--- config.mk ---
export PLATFORM = sky130hd
export DESIGN_NAME = irq_capture
export DESIGN_NICKNAME = d
export VERILOG_FILES = /design/src/rtl/irq_capture.sv
export SDC_FILE = /design/constraint.sdc
export NUM_CORES = 1
export LEC_CHECK = 0
export CAP_MARGIN = 20
export CELL_PAD_IN_SITES_DETAIL_PLACEMENT = 1
export CELL_PAD_IN_SITES_GLOBAL_PLACEMENT = 1
export CORE_ASPECT_RATIO = 0.9
export CORE_MARGIN = 2
export CORE_UTILIZATION = 33
export DETAILED_ROUTE_END_ITERATION = 10
export MAX_ROUTING_LAYER = met4
export PLACE_DENSITY_LB_ADDON = 0.12
export REMOVE_ABC_BUFFERS = 1
export SYNTH_ARGS = -nofsm -noshare
export SYNTH_HDL_FRONTEND = slang
export SYNTH_SLANG_ARGS = --single-unit
--- constraint.sdc ---
create_clock -name clk -period 2 [get_ports clk]
set_input_delay 0.5 -clock clk [delete_from_list [all_inputs] [get_ports clk]]
set_output_delay 0.5 -clock clk [all_outputs]
set_load 0.01 [all_outputs]
--- src/rtl/irq_capture.sv ---
// Interrupt capture: edge-detects irq_in into pending, masks into req_vec, tracks overflow.
// Optional macro IRQ_SYNC_EN adds a synchronizer stage for asynchronous irq_in.
module irq_capture #(
  parameter int unsigned N   = 4,
  parameter int unsigned IDW = 2
) (
  input  logic           clk,
  input  logic           rst_n,
  input  logic [N-1:0]   irq_in,
  input  logic [N-1:0]   irq_mask,
  input  logic           ack,
  input  logic [IDW-1:0] ack_id,
  output logic [N-1:0]   pending,
  output logic [N-1:0]   req_vec,
  output logic           irq_valid,
  output logic [N-1:0]   ovf,
  output logic           ack_err
);

  logic [N-1:0] s0;
  logic [N-1:0] s_prev;
  logic [N-1:0] s0_src;
  logic [N-1:0] rise;
  logic [N-1:0] clr;
  logic [N-1:0] pending_nxt;
  logic [N-1:0] ovf_nxt;
  logic [N-1:0] req_nxt;
  logic         ack_hit;

`ifdef IRQ_SYNC_EN
  logic [N-1:0] sy1;

  // s0 doubles as the second synchronizer flop, giving a 3-edge input-to-pending latency.
  always_ff @(posedge clk) begin
    if (!rst_n) begin
      sy1 <= '0;
    end else begin
      sy1 <= irq_in;
    end
  end

  assign s0_src = sy1;
`else
  assign s0_src = irq_in;
`endif

  always_ff @(posedge clk) begin
    if (!rst_n) begin
      s0     <= '0;
      s_prev <= '0;
    end else begin
      s0     <= s0_src;
      s_prev <= s0;
    end
  end

  always_comb begin
    rise = s0 & ~s_prev;
    clr  = '0;
    for (int unsigned i = 0; i < N; i++) begin
      clr[i] = ack && (ack_id == IDW'(i));
    end
    // An out-of-range ack_id matches no bit, so it falls out as an error with no clear.
    ack_hit     = |(clr & pending);
    pending_nxt = (pending & ~clr) | rise;
    // A rise coinciding with its own ack is a fresh event, not an overflow.
    ovf_nxt     = (ovf & ~clr) | (rise & pending & ~clr);
    req_nxt     = pending_nxt & ~irq_mask;
  end

  always_ff @(posedge clk) begin
    if (!rst_n) begin
      pending   <= '0;
      req_vec   <= '0;
      irq_valid <= 1'b0;
      ovf       <= '0;
      ack_err   <= 1'b0;
    end else begin
      pending   <= pending_nxt;
      req_vec   <= req_nxt;
      irq_valid <= |req_nxt;
      ovf       <= ovf_nxt;
      ack_err   <= ack & ~ack_hit;
    end
  end

endmodule
== Word-level counts from Yosys, hierarchy flattened ==
Cells that the tools add are included.
Storage, ports and cells
  memories kept: 0
  bits in read-only memories: 0
  bits in latches: 0
  output and inout port bits: 14
  register bits after elaboration: 22
  memory bits (writable): 0
  bits of input ports: 13
  word-level logic and storage cells: 31
Cells by class
  equal/unequal tests: 3
  multiply operators: 0
  shift operators: 0
  bitwise logic cells: 14
  add/sub/neg operators: 0
  muxes and demuxes: 0
  reduce and logical (&&, ||, !) cells: 7
  divide/modulo/power cells: 0
  $lt $le $gt $ge: 0
Operator list (count)
  bitwise AND 4 bit: 7
  inverter 4 bit: 3
  bitwise OR 4 bit: 2
  OR reduction 4 bit: 2
  == test 2 bit, second input constant: 2
  logical AND 1 bit: 4
  == test 2 x 1 -> 1 bit, second input constant: 1
  logical NOT 2 bit: 1
  bitwise AND 1 bit: 1
  inverter 1 bit: 1

== Depth between registers and ports, before layout ==
  depth after elaboration: 7
  mapped depth: 4
  gate-level depth less buffers: 4

== Worst setup path after synthesis ==
Ideal clock, no wire load.
  path type: input-to-reg
  start point: input port ack_id[0]
  end point: register irq_valid
  setup time: 115 ps
  data required time: 1885 ps
  arrival time: 1288 ps
  stages on the path: 4
  setup slack: 598 ps
  buffers on the path: 0
  path through: or3b_1 -> a21oi_2 -> o22ai_1 -> o21a_1
On the way
  cells in the longest elaborated chain, start to end: 7
  elaborated cells on any way between the ends: 13
  classes of those cells: eq/ne: 3; bitwise: 4; reduce/logical: 6
Ends and longest elaborated chain
  start, declared: RTL line 12  | input logic [IDW-1:0] ack_id,
  == test 2 x 1 -> 1 bit (tied with other cells): RTL line 61  | clr[i] = ack && (ack_id == IDW'(i));
  logical AND 1 bit: RTL line 61
  inverter 4 bit *: RTL line 65  | pending_nxt = (pending & ~clr) | rise;
  bitwise AND 4 bit *: RTL line 65
  bitwise OR 4 bit *: RTL line 65
  bitwise AND 4 bit *: RTL line 68  | req_nxt = pending_nxt & ~irq_mask;
  OR reduction 4 bit *: RTL line 81  | irq_valid <= |req_nxt;
  end signal, assigned: RTL line 81
  end, declared: RTL line 15  | output logic irq_valid,
Every way passes the cells marked *; elsewhere a longest branch is shown, timed or not.
A chain may end at the register's enable or synchronous reset.

== Worst setup path after layout ==
  start point: register pending[0]
  end point: output port pending[0]
RTL lines
  start, declared: RTL line 13  | output logic [N-1:0] pending,
  start signal, assigned: RTL line 79  | pending <= pending_nxt;
No word-level cell between the ends.

==> impl_metrics.tcl <==
set metrics [dict create \
    status "completed" \
    leakagePower_nw 0.4129 \
    design_area_um2 1064 \
    grt_use_total_pct 14.80 \
    reg2reg_from "s0[2]$_SDFF_PN0_" \
    rows 16 \
    htree_levels 1 \
    worst_slack_ns 0.2272 \
    num_vias 580 \
    skew_ns 0.001400 \
    overflow 0 \
    peakVddDrop_uv 501.2 \
    grt_pass1_wl_um 2746 \
    viasPerCell 4.496 \
    slew_violations 0 \
    cp.required_ns 1.50 \
    die_height_um 48.57 \
    synth_area_leaders "dfxtp_1 (60%), nor2b_1 (10%), and2_1 (6.9%)" \
    clk_pin_slew_worst_paths_ns 0.11 \
    ys_types 16 \
    placed_area_um2 1041 \
    worst_slew_pin_slew_ns 0.5297 \
    timing.critical_path.buf_inv 1 \
    r2r_end "irq_valid$_SDFF_PN0_" \
    io_pins 27 \
    clkLatencyLatePin_ns 0.30 \
    core_um2 2122 \
    first_pass_iters 2 \
    layout_commonest_cell "clkdlybuf4s50_1" \
    gp_congestion 0.7692 \
    die_w_um 53.52 \
    synth_cells 71 \
    io_buffers 26 \
    hold_viol 0 \
    rsz0062_at_grt "no" \
    synth_warnings 0 \
    postCtsSetupBuffers 0 \
    nets 117 \
    power.density_nw_per_um2 733.4 \
    reg2reg_setup_slack_ns 0.94 \
    syn_avg_cell_area_um2 10.26 \
    critPathLaunchType "flip-flop" \
    clock_path_buffers 2 \
    slowest_stage "clkdlybuf4s50_1" \
    path_class "flip-flop to primary output" \
    crit_fanout 4 \
    finalSetupTns_ns 0 \
    layout_common_cells "clkdlybuf4s50_1 (26), dfxtp_1 (22), nor2b_1 (12), and2_1 (8), a21oi_1 (7)" \
    drv_cap 0 \
    crit_path_cell_trace "clkdlybuf4s50_1" \
    arrival_ns 1.27 \
    grt_pass1_vias 600 \
    hpwl_um 1221 \
    netlist_area_um2 728.2 \
    ys_ff_latch 22 \
    critPathCaptureType "primary output" \
    synth_largest_area_cell "dfxtp_1" \
    route.detailed.drc 0 \
    grt_max_degree 19 \
    cts_hold_buffers 0 \
    drt-total-wl_um 1611 \
    finish.utilization_pct 50.12 \
    initial_utilization_pct 34.32 \
    wl_per_cell_um 12.49 \
    busiest_layer "met2" \
    met1_usage_pct 17.79 \
    worstRegToRegCells 4 \
    drive_gt1_share_pct 7.843 \
    cts_sinks 22 \
    die_area_um2 2599 \
    num_antenna_cells 0 \
    max_freq_mhz 564.1 \
    synthToLayoutAreaGrowth_pct 46.05 \
    min_period_ns 1.773 \
    grt_use_met3_pct 5.864 \
    detail-route-antenna-nets 0 \
    hp-class "flip-flop to flip-flop" \
    clock_tree.root_cell "clkbuf_4" \
    synth.yosys.seq_area_share_pct 60.48 \
    dp_slack_ns 0.03600 \
    cts_tree "built" \
    netlist.area_leader.share_pct 60.48 \
    worstSetupPathDepth 1 \
    post-route-period-util_pct 88.64 \
    met2_usage_pct 22.84 \
    drt-initial-drc-count 4 \
    crit_family "buffers and inverters" \
    min_delay_path_depth 1 \
    worstHoldStart "s0[3]$_SDFF_PN0_" \
    worst_path_largest_cell_delay_ns 0.56 \
    whs_endpoint "s_prev[3]$_SDFF_PN0_" \
    slew_headroom_pct 64.58 \
    cts-resized-gates 0 \
    setup_violations 0 \
    numCtsBuffers 3 \
    antenna_found_initial 0 \
]
-- worst max-delay path by stage --
stage / slack [ns] / to / from
after floorplan: 0.60 / irq_valid$_SDFF_PN0_ / ack_id[0]
after global placement: 0.06 / irq_valid$_SDFF_PN0_ / ack_id[1]
after detailed placement: 0.04 / irq_valid$_SDFF_PN0_ / ack_id[0]
after CTS: 0.21 / pending[2] / pending[2]$_SDFF_PN0_
after global routing: 0.14 / pending[1] / pending[1]$_SDFF_PN0_
final: 0.23 / pending[0] / pending[0]$_SDFF_PN0_
-- cells in the mapped netlist --
cell type,instances
nand2_1,5
mux2i_1,1
a21oi_2,1
a21oi_1,7
nor2_1,5
or3b_1,1
clkbuf_1,1
nand3_1,1
and2_1,8
nand3b_1,2
dfxtp_1,22
mux2_2,1
nor2b_1,12
o21a_1,1
o22ai_1,2
a211oi_1,1
-- kinds of logic (layout without fill, tap and decap cells) --
| family | Yosys count | in the layout | synth area share (%) |
|---|---|---|---|
| buf+inv | 1 | 32 | 0.5150 |
| simple gates | 34 | 34 | 26.29 |
| compound gates | 12 | 12 | 9.794 |
| flops | 22 | 22 | 60.48 |
| mux | 2 | 2 | 2.921 |
-- layer usage --
layer  vias to the layer above  part of all wire [%]
li1                        299                     -
met1                       264                    44
met2                        13                    49
met3                         4                   5.3
met4                         0                   1.1
met5                         -                     0
-- final cells by class --
type                            count  area [um^2]
Timing Repair Buffer               29        282.8
Fill cell                         246         1059
Multi-Input combinational cell     48        284.0
Tap cell                           27        33.78
Clock buffer                        3        22.52
Sequential cell                    22        440.4
-- state kept, by name, summed over array words and instances (netlist names) --
| signal | cells |
|---|---|
| irq_valid | 1 |
| ack_err | 1 |
| s0 | 4 |
| s_prev | 4 |
| pending | 4 |
| req_vec | 4 |
| ovf | 4 |
-- power breakdown --
group | internal [W] | switching [W] | total (W)
sequential | 0.000460 | 0.0000118 | 0.000472
combinational | 0.0000700 | 0.0000440 | 0.000114
clock | 0.0000703 | 0.000124 | 0.000194
-- stage by stage --
step / std cells / hold slack [ns] / total power (W)
floorplan: 70 / 0.4214 / 0.0005229
global placement: 126 / 0.4307 / 0.0005945
detailed placement: 126 / 0.4409 / 0.0005974
CTS: 129 / 0.4719 / 0.0007961
global route: 129 / 0.4896 / 0.0008249
finish: 129 / 0.4618 / 0.0007800
Power figures use the tool's default switching activity.
==> variant 1, RTL diff (config.mk and constraints unchanged) <==
`N`: 4 -> 8.
--- a/src/rtl/irq_capture.sv
+++ b/src/rtl/irq_capture.sv
@@ -1,7 +1,7 @@
 // Interrupt capture: edge-detects irq_in into pending, masks into req_vec, tracks overflow.
 // Optional macro IRQ_SYNC_EN adds a synchronizer stage for asynchronous irq_in.
 module irq_capture #(
-  parameter int unsigned N   = 4,
+  parameter int unsigned N   = 8,
   parameter int unsigned IDW = 2
 ) (
   input  logic           clk,
Interface: changed (5 resized); port bits go from 27 to 47. No check against the original RTL was run, so the function may have changed too.
==> variant 1 against the unedited design <==
Wire length is 94% higher; via count is 86% higher; design area is 87% higher; sequential cell count is 20 higher; synthesized area is 85% higher; total power is 110% higher; critical path type is now in2reg; setup slack worse by 160 ps; register-to-register slack worse by 240 ps; sequential power is 91% higher; highest routed layer unchanged; critical path depth is 5 higher; largest power group unchanged; combinational power is 82% higher; first-iteration DRC count grew to 12 times the old value.
==> variant 1: results (changes against the unedited design) <==
clock sink total: 42 (+91%)
number of global-route vias before repair: 1,151 (+92%)
NumNets Final: 208 (+78%)
ys flop type: dfxtp_1
Synth Area per Inst: 10.4 um2 (+0.97%)
Filler cells: 442 (+80%)
largest fanout on the critical path: 4 (unchanged)
detailed placer's ending HPWL: 2330 um (+91%)
Detail Route Antenna Nets: 0 (unchanged)
Largest stage delay, worst path: 540 ps (-20 ps)
top post-synthesis cells by count: 42 x dfxtp_1, 22 x nor2b_1, 16 x a21oi_1, 16 x and2_1, 10 x nor2_1
global-route total usage across every layer: 15.7% (+0.90 points)
layout cells sized above 1: 9.09% (+1.2 points)
Slew @ Worst Pin: 238 ps (-291 ps)
Initial DRC Count: 49 (+45)
Hold Path Class: reg2reg
initial antenna violation count: 0 (unchanged)
Max VDD drop: 435 uV (-13%)
Pre-antenna DRT Iters: 3 (+1)
leakage power figure: 0.772 nW (+87%)
CP delay by family, top: compound AO/OA/AOI/OAI gates
status: finished, final reports clean
Synth area leaders: dfxtp_1 62%, nor2b_1 10%, and2_1 7.4%, a21oi_1 5.9%, nor2_1 2.8%
vias per cell: 4.60 (+2.3%)
Yosys Warn Count: 0 (unchanged)
first-pass GRT wire length: 5310 um (+93%)
routability cong.: 0.710 (-7.8%)
Int Power: 1.24 mW (+110%)
Slowest cell on crit path: clkdlybuf4s50_1
Fin Clk Skew: 7.70 ps (+6.30 ps)
ANT cells: 0 (unchanged)
worst slack at placement: -241 ps (-277 ps)
Num CTS Buffers: 5 (+2)
largest net degree at the start of global routing: 26 (+7)
Max Root-Sink Buffers: 2 (unchanged)
Data arrival, critical path: 2100 ps (+830 ps)
port bufs: 46 (+77%)
clk_lat worst skew: 290 ps
placed cell areas: 0.00191 mm2 (+83%)
WL/cell: 13.3 um (+6.4%)
Root Driver: clkbuf_8
Placed Cells: 228 (+81%)
Yosys cell types: 20 (+4)
asr flop ratio synth: 0% (unchanged)
Worst-path clk slew: 70 ps (-40 ps)
H-tree lvl count: 2 (+1)
Seq/Total Area, Yosys: 62.5% (+2.0 points)
vias: 1,081 (+86%)
## variant 1: changes by cell type in the layout (fill, tap and decap cells not counted), sizes merged, moves of 2 or more
| cell | delta |
|---|---|
| a21oi | +9 |
| nor2 | +5 |
| and2b | +2 |
| clkdlybuf4s50 | +20 |
| clkbuf | +4 |
| dfxtp | +20 |
| o22ai | +2 |
| buf | +4 |
| nor2b | +10 |
| and2 | +8 |
## variant 1: cell type report
cell class,count,area [um2],share of cell area (%)
Multi-Input combinational cell,84,498,25.0
Clock buffer,7,76.3,3.83
Tap cell,48,60.1,3.02
Inverter,1,3.75,0.188
Sequential cell,42,841,42.2
Timing Repair Buffer,53,513,25.8
## variant 1: layer usage
metal / up-vias / routed length (um) / GRT usage (%)
met5: - / 0 / -
met1: 502 / 1420 / 17.2
met2: 26 / 1460 / 25.2
met4: 0 / 59 / 7.08
met3: 6 / 176 / 6.22
li1: 547 / - / -
## variant 1: power groups by stage
stage                     Sequential (mW)  Clock (mW)  Combinational, mW
after floorplan                     0.926           0             0.0668
after global placement              0.917           0              0.205
after detailed placement            0.919           0              0.208
after CTS                           0.900       0.522              0.210
after global routing                0.905       0.572              0.229
final                               0.900       0.512              0.207
## variant 1: worst paths after layout
check,slack (ps),cells past startpoint,from,endpoint
setup / recovery,70,6,ack_id[0],irq_valid$_SDFF_PN0_
hold reg to reg,450,1,s0[2]$_SDFF_PN0_,s_prev[2]$_SDFF_PN0_
hold / removal,450,1,s0[2]$_SDFF_PN0_,s_prev[2]$_SDFF_PN0_
setup reg to reg,700,4,s0[7]$_SDFF_PN0_,irq_valid$_SDFF_PN0_
## variant 1: repair_timing
action	CTS	global route
setup buffers	0	0
setup endpoints to repair	0	1
resized for setup	0	2
## variant 1: logic make-up after synthesis
logic type	share of synthesized area (%)
buffers and inverters	1.11
AND/OR/NAND/NOR	25.5
AO/OA/AOI/OAI	11.0
flip-flops	62.5
==> variant 2, RTL diff (same settings) <==
Made on the original files. Register the input `irq_mask` before use, without a reset. The logic sees it one clock later. The other inputs are not delayed to match.
--- a/src/rtl/irq_capture.sv
+++ b/src/rtl/irq_capture.sv
@@ -16,6 +16,12 @@
   output logic [N-1:0]   ovf,
   output logic           ack_err
 );
+
+  logic [N-1:0] irq_mask_q;
+
+  always_ff @(posedge clk) begin
+    irq_mask_q <= irq_mask;
+  end
 
   logic [N-1:0] s0;
   logic [N-1:0] s_prev;
@@ -65,7 +71,7 @@
     pending_nxt = (pending & ~clr) | rise;
     // A rise coinciding with its own ack is a fresh event, not an overflow.
     ovf_nxt     = (ovf & ~clr) | (rise & pending & ~clr);
-    req_nxt     = pending_nxt & ~irq_mask;
+    req_nxt     = pending_nxt & ~irq_mask_q;
   end
 
   always_ff @(posedge clk) begin
Check against the original RTL: not equivalent (a bounded check fails within 4 cycles, from zero or initial values and one cycle with rst_n low).
==> variant 2 against the unedited design <==
Clock power grew 84%; setup slack lost 30 ps; critical path type unchanged; wire length rose by 1.8%; sequential cell count is 4 higher; design area rose by 11%; synthesized area grew 11%; largest cell class unchanged; clock skew up 3.6 ps; total power grew 32%.
==> variant 2: results (changes against the unedited design) <==
status: finished, final reports clean
layout cells sized above 1: 9.26% (+1.4 points)
leakage power figure: 0.466 nW (+13%)
Num CTS Buffers: 3 (unchanged)
R2R cell count: 4 (unchanged)
Max Root-Sink Buffers: 2 (unchanged)
flop-to-flop setup slack: 970 ps (+30 ps)
placed cell areas: 0.00113 mm2 (+8.4%)
Largest stage delay, worst path: 560 ps (about the same)
Worst R2R Start: s0[2]$_SDFF_PN0_
H-tree lvl count: 1 (unchanged)
vias per cell: 4.60 (+2.3%)
routability cong.: 0.737 (-4.1%)
hold path startpoint: irq_mask_q[3]$_DFF_P_
Initial DRC Count: 5 (+1)
post-synthesis mux area share: 2.63% (-0.29 points)
Filler cells: 267 (+8.5%)
CP delay by family, top: buffers and inverters
sink of the worst hold path: req_vec[3]$_SDFF_PN0_
WL/cell: 12.1 um (-2.7%)
asr flop ratio synth: 0% (unchanged)
Fin Clk Skew: 4.99 ps (+3.59 ps)
Max VDD drop: 590 uV (+18%)
port bufs: 26 (unchanged)
Synth area leaders: dfxtp_1 64%, nor2b_1 9.3%, and2_1 6.2%, a21oi_1 4.3%, nand2_1 2.3%
CTS resizes: 0 (unchanged)
Data arrival, critical path: 1300 ps (+30 ps)
top post-synthesis cells by count: 26 x dfxtp_1, 12 x nor2b_1, 8 x and2_1, 7 x a21oi_1
post-synthesis adder-cell area fraction: 0% (unchanged)
Seq/Total Area, Yosys: 64.4% (+3.9 points)
clk_lat worst skew: 320 ps (+20 ps)
Relative slew margins: 85.8% (+21 points)
Synth Area in Compound Gates: 8.82% (-0.97 points)
global-route total usage across every layer: 14.0% (-0.77 points)
first-pass GRT wire length: 2960 um (+7.8%)
number of global-route vias before repair: 613 (+2.2%)
NumNets Final: 122 (+4.3%)
Worst-path clk slew: 140 ps (+30 ps)
Pre-antenna DRT Iters: 2 (unchanged)
==> variant 2: cell count changes after synthesis, sizes merged <==
cell	delta
dfxtp	+4
==> variant 2: final cells by class <==
class / count / share of cell area, %
Timing Repair Buffer: 30 / 24.6
Clock inverter: 1 / 2.54
Tap cell: 27 / 2.86
Multi-Input combinational cell: 48 / 24.0
Clock buffer: 3 / 1.91
Sequential cell: 26 / 44.1
==> variant 2: kinds of logic after synthesis <==
kind of cell           count (synthesis)
and+or+nand+nor                       34
AOI/OAI and AO/OA                     12
DFF                                   26
muxes                                  2
buffers and inverters                  1
==> variant 2: metrics by stage <==
stage                     instances  setup slack (ps)  utilization [%]  hold WS [ps]  total power [mW]
final                           135               197             52.7           432              1.03
after global routing            135               110             52.7           474              1.09
after CTS                       135               166             52.7           439              1.05
after detailed placement        131              34.1             50.3           415             0.686
after global placement          131              58.6             50.3           410             0.682
after floorplan                  74               598                -           392             0.610
==> variant 2: worst max-delay path by stage <==
| stage | endpoint | depth (start not counted) | slack (ps) |
|---|---|---|---|
| 2_1_floorplan | irq_valid$_SDFF_PN0_ | 4 | 600 |
| 3_3_place_gp | irq_valid$_SDFF_PN0_ | 5 | 60 |
| 3_5_place_dp | irq_valid$_SDFF_PN0_ | 5 | 30 |
| 4_1_cts | pending[0] | 1 | 170 |
| 5_1_grt | pending[1] | 1 | 110 |
| 6_report | pending[0] | 1 | 200 |
==> variant 2: power by group <==
part           leakage (nW)  internal, mW  total [mW]  switching [mW]
combinational         0.223        0.0711       0.114          0.0433
clock                0.0279         0.203       0.357           0.155
sequential            0.215         0.544       0.558          0.0140
==> variant 2: layer usage <==
metal	vias up	GRT usage [%]	part of all wire, %
li1	313	-	-
met4	0	6.35	2.6
met2	21	22.2	45
met1	283	15.5	46
met3	4	6.08	6.2
met5	-	-	0
